### src/rtl/imem_arb_pkg.sv
// ----------------------------------------------------------------------------
// imem_arb_pkg
//   Shared definitions for the instruction-memory arbiter:
//     - state_t : arbiter FSM encoding (IDLE / ISSUE / WAIT)
//     - rr_next : round-robin pointer advance with explicit wrap, so that
//                 non-power-of-2 core counts work without relying on overflow.
// ----------------------------------------------------------------------------
package imem_arb_pkg;

  typedef enum logic [1:0] {
    IDLE  = 2'd0,
    ISSUE = 2'd1,
    WAIT  = 2'd2
  } state_t;

  // Returns (ptr + 1) mod n by compare rather than by overflow.
  function automatic int unsigned rr_next(input int unsigned ptr, input int unsigned n);
    return (ptr >= n - 1) ? 0 : ptr + 1;
  endfunction

endpackage

### src/rtl/rr_arbiter.sv
// ----------------------------------------------------------------------------
// rr_arbiter
//   Purely combinational rotating-priority picker. Selects the first asserted
//   request at or after ptr, wrapping to index 0. The pointer itself is owned
//   by the caller.
// Ports
//   req  in  N         request vector
//   ptr  in  log2(N)   highest-priority index this cycle
//   gnt  out N         one-hot selection (all zero when no request)
//   idx  out log2(N)   binary index of the selection
//   any  out 1         at least one request present
// ----------------------------------------------------------------------------
module rr_arbiter #(
  parameter int N     = 4,
  parameter int IDX_W = $clog2(N)
) (
  input  logic [N-1:0]     req,
  input  logic [IDX_W-1:0] ptr,
  output logic [N-1:0]     gnt,
  output logic [IDX_W-1:0] idx,
  output logic             any
);

  // NOTE: every output of a combinational block gets a default assignment
  // first, so no path leaves a value unassigned and no latch is inferred.
  always_comb begin
    any = 1'b0;
    idx = '0;
    gnt = '0;
    // Pass 1: lowest requester overall -- the wrapped-around fallback.
    for (int i = N - 1; i >= 0; i--) begin
      if (req[i]) begin
        any = 1'b1;
        idx = IDX_W'(i);
      end
    end
    // Pass 2: lowest requester at or after ptr overrides the fallback.
    for (int i = N - 1; i >= 0; i--) begin
      if (req[i] && (IDX_W'(i) >= ptr)) begin
        idx = IDX_W'(i);
      end
    end
    for (int i = 0; i < N; i++) begin
      gnt[i] = any && (idx == IDX_W'(i));
    end
  end

endmodule

### src/rtl/imem_arbiter.sv
// ----------------------------------------------------------------------------
// imem_arbiter
//   Shares one single-ported instruction memory among NUM_CORES fetch stages.
//   A requester is chosen round-robin in IDLE, its PC is captured, the read is
//   issued (held until mem_ready), and the returned instruction is flagged to
//   the owning core. Only one memory read is ever outstanding.
// Ports
//   clk, rst      clock / synchronous active-high reset
//   core_req      per-core fetch request, held until granted
//   core_addr     per-core PC, core i at [i*ADDR_W +: ADDR_W]
//   core_gnt      one-hot pulse: request accepted, address captured
//   core_rvalid   one-hot pulse: core_rdata valid for that core
//   core_rdata    instruction, shared by all cores (straight from mem_rdata)
//   mem_req       read request to IMEM
//   mem_addr      read address to IMEM
//   mem_ready     IMEM accepts mem_req this cycle
//   mem_rvalid    IMEM read data valid
//   mem_rdata     IMEM read data
//   busy          FSM not in IDLE
// ----------------------------------------------------------------------------
module imem_arbiter
  import imem_arb_pkg::*;
#(
  parameter int NUM_CORES = 4,
  parameter int ADDR_W    = 32,
  parameter int DATA_W    = 32
) (
  input  logic                        clk,
  input  logic                        rst,
  input  logic [NUM_CORES-1:0]        core_req,
  input  logic [NUM_CORES*ADDR_W-1:0] core_addr,
  output logic [NUM_CORES-1:0]        core_gnt,
  output logic [NUM_CORES-1:0]        core_rvalid,
  output logic [DATA_W-1:0]           core_rdata,
  output logic                        mem_req,
  output logic [ADDR_W-1:0]           mem_addr,
  input  logic                        mem_ready,
  input  logic                        mem_rvalid,
  input  logic [DATA_W-1:0]           mem_rdata,
  output logic                        busy
);

  localparam int PTR_W = $clog2(NUM_CORES);

  state_t             state_q, state_d;
  logic [ADDR_W-1:0]  addr_q;
  logic [PTR_W-1:0]   owner;
  logic [PTR_W-1:0]   rr_ptr;

  logic [NUM_CORES-1:0] arb_gnt;
  logic [PTR_W-1:0]     arb_idx;
  logic                 arb_any;
  logic [ADDR_W-1:0]    sel_addr;
  logic                 take;

  rr_arbiter #(
    .N     (NUM_CORES),
    .IDX_W (PTR_W)
  ) u_rr (
    .req (core_req),
    .ptr (rr_ptr),
    .gnt (arb_gnt),
    .idx (arb_idx),
    .any (arb_any)
  );

  // A grant happens only from IDLE; requests during ISSUE/WAIT wait their turn.
  assign take = (state_q == IDLE) && arb_any;

  always_comb begin
    sel_addr = '0;
    for (int i = 0; i < NUM_CORES; i++) begin
      if (arb_idx == PTR_W'(i)) sel_addr = core_addr[i*ADDR_W +: ADDR_W];
    end
  end

  // State register.
  // NOTE: clocked state uses non-blocking assignments so every flop samples
  // pre-edge values regardless of block ordering.
  always_ff @(posedge clk) begin
    if (rst) state_q <= IDLE;
    else     state_q <= state_d;
  end

  // Next-state logic. mem_rvalid outside WAIT has no effect.
  always_comb begin
    state_d = state_q;
    unique case (state_q)
      IDLE:    if (arb_any)    state_d = ISSUE;
      ISSUE:   if (mem_ready)  state_d = WAIT;
      WAIT:    if (mem_rvalid) state_d = IDLE;
      default:                 state_d = IDLE;
    endcase
  end

  // Captured transaction context and round-robin pointer.
  always_ff @(posedge clk) begin
    if (rst) begin
      addr_q <= '0;
      owner  <= '0;
      rr_ptr <= '0;
    end else if (take) begin
      addr_q <= sel_addr;
      owner  <= arb_idx;
      rr_ptr <= PTR_W'(rr_next(32'(arb_idx), NUM_CORES));
    end
  end

  // Output decode.
  always_comb begin
    core_gnt    = '0;
    core_rvalid = '0;
    mem_req     = 1'b0;
    busy        = (state_q != IDLE);
    if (take) core_gnt = arb_gnt;
    if (state_q == ISSUE) mem_req = 1'b1;
    if ((state_q == WAIT) && mem_rvalid) begin
      for (int i = 0; i < NUM_CORES; i++) begin
        core_rvalid[i] = (owner == PTR_W'(i));
      end
    end
  end

  // addr_q only changes on a grant, so mem_addr is stable while ISSUE waits.
  assign mem_addr   = addr_q;
  assign core_rdata = mem_rdata;

endmodule

### config.mk
export PLATFORM = sky130hd
export DESIGN_NAME = imem_arbiter
export DESIGN_NICKNAME = d
export VERILOG_FILES = /design/src/rtl/imem_arb_pkg.sv /design/src/rtl/rr_arbiter.sv /design/src/rtl/imem_arbiter.sv
export SDC_FILE = /design/constraint.sdc
export NUM_CORES = 1
export LEC_CHECK = 0
export CAP_MARGIN = 20
export CORE_UTILIZATION = 33
export CTS_CLUSTER_DIAMETER = 50
export DETAILED_ROUTE_END_ITERATION = 7
export GPL_ROUTABILITY_DRIVEN = 0
export PLACE_DENSITY = 0.91
export SLEW_MARGIN = 20
export SYNTH_ARGS = -nofsm -noshare
export SYNTH_HDL_FRONTEND = slang
export SYNTH_HIERARCHICAL = 1
export SYNTH_SLANG_ARGS = --single-unit
### constraint.sdc
create_clock -name clk -period 2.8 [get_ports clk]
set_clock_uncertainty 0.2 [all_clocks]
set_input_delay 0.28 -clock clk [delete_from_list [all_inputs] [get_ports clk]]
set_output_delay 0.28 -clock clk [all_outputs]
set_load 0.01 [all_outputs]
**Word level (Yosys, flattened, before mapping)**

Cells that the tools add are included.
Widths: inputs -> output; s select.

- $add $sub $neg: 1
- Magnitude comparators: 5
- Equality and inequality tests: 11
- Mux-type cells: 24
- Reductions and logical operators: 15

Operator list:

| operator | count |
|---|---|
| $mux 32 | 4 |
| $mux 2 | 12 |
| $eq 2x2->1 const B | 5 |
| $logic_and 1x1->1 | 10 |
| $mux 4 | 2 |
| $eq 2x1->1 const B | 3 |
| $logic_not 2->1 | 3 |
| $ne 2x2->1 const B | 3 |
| $pmux 2 s3 | 1 |
| $mux 1 | 5 |
| $ge 1x2->1 const A | 2 |
| $ge 2x2->1 const A | 2 |
| $reduce_and 3->1 | 1 |
| $add 2x1->2 const B | 1 |
| $ge 2x2->1 const B | 1 |
| $reduce_bool 2->1 | 1 |

- Register bits: 38
- Input port bits: 168
- Output and inout port bits: 74
- Word-level logic and storage cells: 60

**Depth between registers and ports, before layout**

- Word-level depth: 13
- Mapped depth: 11
- Depth with buffers taken out: 8

**Modules after synthesis**

The synthesis kept the hierarchy.

By module, submodules not included:

| module | times used | cells an instance | area each (um2) | seq. area each (um2) |
|---|---|---|---|---|
| imem_arbiter | 1 | 368 | 2751.4 | 760.7 |
| rr_arbiter | 1 | 33 | 205.2 | 0.0 |

**Least setup slack after synthesis**

OpenSTA, ideal clock, no wires.

- Path type: flip-flop to flip-flop
- Start point: register rr_ptr[1]
- End point: register addr_q[26] (netlist: mem_addr[26])
- Library setup time: 0.086 ns
- Data arrival time: 2.302 ns
- Required time: 2.514 ns
- Slack: 0.212 ns
- Stages on the path, launching flop included: 11
- Buffers on the path: 3
- Clock period less this slack: 2.588 ns
- Cell sequence: dfxtp_1 -> buf_6 -> mux2i_1 -> nor2_1 -> a311oi_1 -> inv_1 -> ha_1 -> buf_2 -> clkbuf_1 -> a221o_1 -> a211oi_1

- Cells in the longest elaborated chain, start to end: 11
- Elaborated cells on any way between the ends: 20
- Those cells by class: 4 x order compare; 3 x eq/ne; 8 x mux; 5 x reduce/logical

RTL lines:

| what | RTL line | source |
|---|---|---|
| from (decl) | imem_arbiter.sv:48 | `logic [PTR_W-1:0] rr_ptr;` |
| from (signal assigned) | imem_arbiter.sv:105 | `rr_ptr <= PTR_W'(rr_next(32'(arb_idx), NUM_CORES));` |
| $ge 2x2->1 | rr_arbiter.sv:39 | `if (req[i] && (IDX_W'(i) >= ptr)) begin` |
| $logic_and 1x1->1 | rr_arbiter.sv:39 |  |
| $mux 2 (3 in a row) | rr_arbiter.sv:39 |  |
| $mux 2 (*) | rr_arbiter.sv:39 |  |
| named net arb_idx[0] | imem_arbiter.sv:51 | `logic [PTR_W-1:0] arb_idx;` |
| $logic_not 2->1 | imem_arbiter.sv:73 | `if (arb_idx == PTR_W'(i)) sel_addr = core_addr[i*ADDR_W +: ADDR_W];` |
| $mux 32 (3 in a row) | imem_arbiter.sv:73 |  |
| $mux 32 (*) | imem_arbiter.sv:73 |  |
| to (signal assigned) | imem_arbiter.sv:103 | `addr_q <= sel_addr;` |
| to (decl) | imem_arbiter.sv:46 | `logic [ADDR_W-1:0] addr_q;` |

Mark *: on every way through the listed nets, which the timed path passes. The rest lies on a longest branch.
A chain may end at the register's enable or synchronous reset.

**Worst setup path in the final report**

- Start point: input port core_req[0]
- End point: register addr_q[6] (netlist: mem_addr[6])

- Cells in the longest elaborated chain, start to end: 10
- Elaborated cells on any way between the ends: 16
- Those cells by class: 3 x eq/ne; 10 x mux; 3 x reduce/logical

RTL lines:

| what | RTL line | source |
|---|---|---|
| from (decl) | imem_arbiter.sv:30 | `input logic [NUM_CORES-1:0] core_req,` |
| $mux 2 | rr_arbiter.sv:32 | `if (req[i]) begin` |
| $mux 2 (3 in a row) | rr_arbiter.sv:39 |  |
| $mux 2 (*) | rr_arbiter.sv:39 |  |
| named net arb_idx[1] | imem_arbiter.sv:51 |  |
| $logic_not 2->1 | imem_arbiter.sv:73 |  |
| $mux 32 (3 in a row) | imem_arbiter.sv:73 |  |
| $mux 32 (*) | imem_arbiter.sv:73 |  |

Marks and branches as above.

==> results.txt <==
* Run status: complete, no violations
- Maximum clock frequency: 393 MHz
- After synthesis, the largest area contributor takes up about a quarter of total cell area.
- HPWL after DPL: roughly 8000 µm
* Type of the worst setup path: in2reg
* Antenna Nets Post-Route: 0
* Number of buffers added on ports: 177
- Setup slack on the worst reg-to-reg path comes out at 0.29 ns.
- Number of buffers added by the clock tree synthesis step: 5
- Die footprint: around 9300 µm²
* Max_slew headroom: between 60% and 70%
* Cell area after placement: about 4700 µm²
* Cell breakdown of the critical path: clkdlybuf4s50_1 -> a21oi_1 -> o21ai_0 -> o2bb2a_1 -> inv_1 -> ha_2 -> buf_12 -> a21oi_1 -> a221o_1 -> a211oi_1
- Number of iterations in the first detailed-routing pass: 4
- Counting flops with an async set or reset pin after synthesis yields a share of 0%.
* GRT overflow: 0
- Area inside the core boundary: 8680 µm²
- Vertical extent of the die: 96.7 µm
* Net count of the finished layout: 702
- Leakage: 0.00184 µW
- The tool flagged a number of max-cap violations equal to 0.
- In this run the critical register-to-register path is launched from rr_ptr[0].
- Top Family by Delay on Critical Path: compound AO/OA/AOI/OAI gates
- Max Transition Viols Final: 0
* Share of the clock period used by the worst path after layout: 90.8%
- At the pin with the least slew margin, the transition time is 0.450 ns.
- Drt initial violations: 146
* Depth of the worst register-to-register path: 9
- Cell row count: 34
* Kind of path behind the tightest hold check: reg2reg
- Maximum number of pins on one net before global-route repair: 42
- Most common flop cell mapped by yosys: dfxtp_1
- Unrepaired setup endpoints after global routing: no
- Net count after synthesis: about 570
- Overall power consumption after layout is estimated at 2480 µW.
- The critical path runs through a total of 10 cells.
- At the worst endpoint, the arrival time is 2.55 ns.
- Averaged over all synthesized cells, the footprint is about 7.4 µm².
- Once the clock tree was built, the setup fixing pass inserted 0 buffers.
- Worst setup path startpoint: core_req[0]
- Flip-flop and latch count after synthesis: 38
- The cell sitting at the root of the clock tree is a clkbuf_8.
- Counting flops with a built-in enable in the synthesized netlist gives 0.
- Total length of routed wires: 10800 µm
* End of the critical path: mem_addr[6]
- For this design, the slowest cell found on the critical path is clkdlybuf4s50_1.
- Final antenna diode count: 0
- In the routed design, unresolved DRC markers number 0.
- I/O pin count: 242
* Buffer levels on the longest clock path: 2
- Counting both buffers and inverters, the worst setup path holds a total of 3.
* Setup tns final: 0 ns
- Final hold slack: about 0.3 ns
* Average wire per standard cell: 16.9 µm
- Post-Synthesis Cells: 401
- Number of sinks handled by clock tree synthesis: 38
* Total Routing Usage GR: 21.9%
- Minimum clock period after layout: 2.54 ns
- The filler cells instantiated in the layout total 800.
- The initial utilization of the core area, before any placement, comes to 34.1%.
- Clock latency on the worst-skew pair: 0.29 ns
* Worst IR drop on VDD: 0.000247 V
- Most frequently used cell type in the post-synthesis netlist: a21oi_1
- The worst setup path is launched from an input pin.
- The endpoint identified for the worst register-to-register timing path is mem_addr[6].
* CTS HTree Levels: 2
- The synthesized design spends more area on one cell type than any other, namely dfxtp_1.
- Cells with a size suffix above 1 make up under 10% of the layout.
- Cell types with the highest counts after synthesis: a21oi_1 (75), nor2_1 (39), dfxtp_1 (38)
* CTS Hold Bufs: 0
- The number of global-route vias before repair was approximately 3.3k.
* Endpoint class of the critical path: register
- Detail-routed via count per cell: 5.45
- Crit path max fanout: 40
- Dividing total power by cell area gives a power density of 517 nW/µm².
- Most common cell on crit path: a21oi_1
* Leading cell types by total area after synthesis: dfxtp_1 (26%), a21oi_1 (13%), a221o_1 (11%)
* Worst Path Required: 2.81 ns
- Crit-path max cell delay: about 0.57 ns
- Clock tree from TritonCTS: done
* Worst Hold Path Cells: 2
- In this run, distinct cell masters in the synthesized netlist total 35.
* Fraction of the yosys area taken by sequential cells: around 26%
- The cell area that synthesis handed to floorplanning was ~3000 µm².
* Growth of design area from synthesis to finish: 62.1%
- The finished cells cover 4790 µm².
* Width of the chip: 96.7 µm
- The number of antenna violations at the first check in global routing is 0.
- Synthesis warning total: 6
- First-pass GRT wire length: 16700 µm
- Final-report setup violation count: 0
- The count of final hold-check violations is 0.
* Via count: 3481
- Clock slew seen by the registers of the worst setup and hold paths: 0.08 ns
## area by class of cell
| type | count | area, µm² | share of cell area, % |
|---|---|---|---|
| clock buffers | 7 | 76.3 | 1.59 |
| clock inverters | 1 | 30.0 | 0.627 |
| inverters | 37 | 139 | 2.90 |
| multi-input cells | 254 | 1650 | 34.4 |
| flip-flops and latches | 38 | 762 | 15.9 |
| well taps | 108 | 135 | 2.82 |
| repair buffers | 194 | 2000 | 41.7 |
## state kept, by name, summed over array words and instances, names as in the netlist
signal    flops
rr_ptr        2
owner         2
state_q       2
mem_addr     32
## stage by stage
stage / utilization (%) / setup slack, ns / cells
after floorplan: - / 0.212 / 401
after global placement: 53.9 / -0.00607 / 631
after detailed placement: 53.9 / -0.101 / 631
after CTS: 55.1 / 0.211 / 639
after global routing: 55.2 / 0.0408 / 639
final: 55.2 / 0.258 / 639
## per-layer routing
metal | share of wire (%) | vias to the layer above | track usage, % | wire [µm]
met2 | 50 | 197 | 38.8 | 5350
met4 | 4.1 | 0 | 11.1 | 439
met3 | 7.3 | 32 | 5.20 | 791
met1 | 39 | 1594 | 24.3 | 4200
met5 | 0 | - | 0 | 0
li1 | - | 1658 | - | -
## worst reg2reg max path: stages, from the launching register on
cell and delay (ns):
dfxtp_1 0.47, inv_1 0.13, o21ai_0 0.15, o2bb2a_1 0.27
inv_1 0.11, ha_2 0.24, buf_12 0.20, a21oi_1 0.14
a221o_1 0.34, a211oi_1 0.19
## logic make-up (layout without fill, tap and decap cells)
group / Yosys count / in the layout / share of synthesized area, %
AO/OA/AOI/OAI: 150 / 150 / 34.7
adder cells (fa/ha/maj): 4 / 4 / 1.69
buffers and inverters: 109 / 239 / 19.1
flip-flops: 38 / 38 / 25.7
multiplexers: 1 / 1 / 0.339
AND/OR/NAND/NOR: 99 / 99 / 18.5
## placed cells by master (no fill, tap or decap)
cell             instances
or2_2                    1
nand2_1                  9
inv_1                   37
nor2_1                  39
nor3b_4                  1
nor4_1                   1
dfxtp_1                 37
nor3b_1                  1
or3_1                    1
a21oi_1                 75
o221a_2                  2
nor2b_1                  2
nand3_1                  1
a22o_1                   1
nand2b_1                 3
mux2i_1                  1
and2_1                   5
a221o_1                 32
clkbuf_8                 5
clkbuf_1                 2
ha_1                     1
nand3b_1                32
o2bb2ai_1                1
a211oi_1                32
clkdlybuf4s50_1        177
o2bb2a_1                 1
a311oi_2                 1
or3b_1                   1
o21bai_1                 1
ha_2                     3
buf_4                    9
o21ai_0                  3
a21boi_0                 1
dfxtp_2                  1
nor3_1                   2
bufinv_16                1
buf_12                   8
## where the power goes
group	internal, µW	switching (µW)
combinational	726	575
sequential	638	63.2
clock	267	207
total	1630	845
## what timing repair did
item                                    CTS  global route
endpoints found under the setup margin    0            15
hold endpoints to repair                  0             0
gates resized for setup                   0             2
## how the worst min path moves through the flow
| stage | startpoint | end | slack, ns |
|---|---|---|---|
| 4_1_cts | mem_addr[12] | mem_addr[12] | 0.30 |
| 5_1_grt | mem_addr[12] | mem_addr[12] | 0.32 |
| 3_3_place_gp | owner[0] | owner[0] | 0.29 |
| 3_5_place_dp | mem_addr[12] | mem_addr[12] | 0.29 |
| 2_1_floorplan | mem_ready | state_q[1] | 0.22 |
| 6_report | mem_addr[12] | mem_addr[12] | 0.30 |
(Power assumes the default switching activity.)
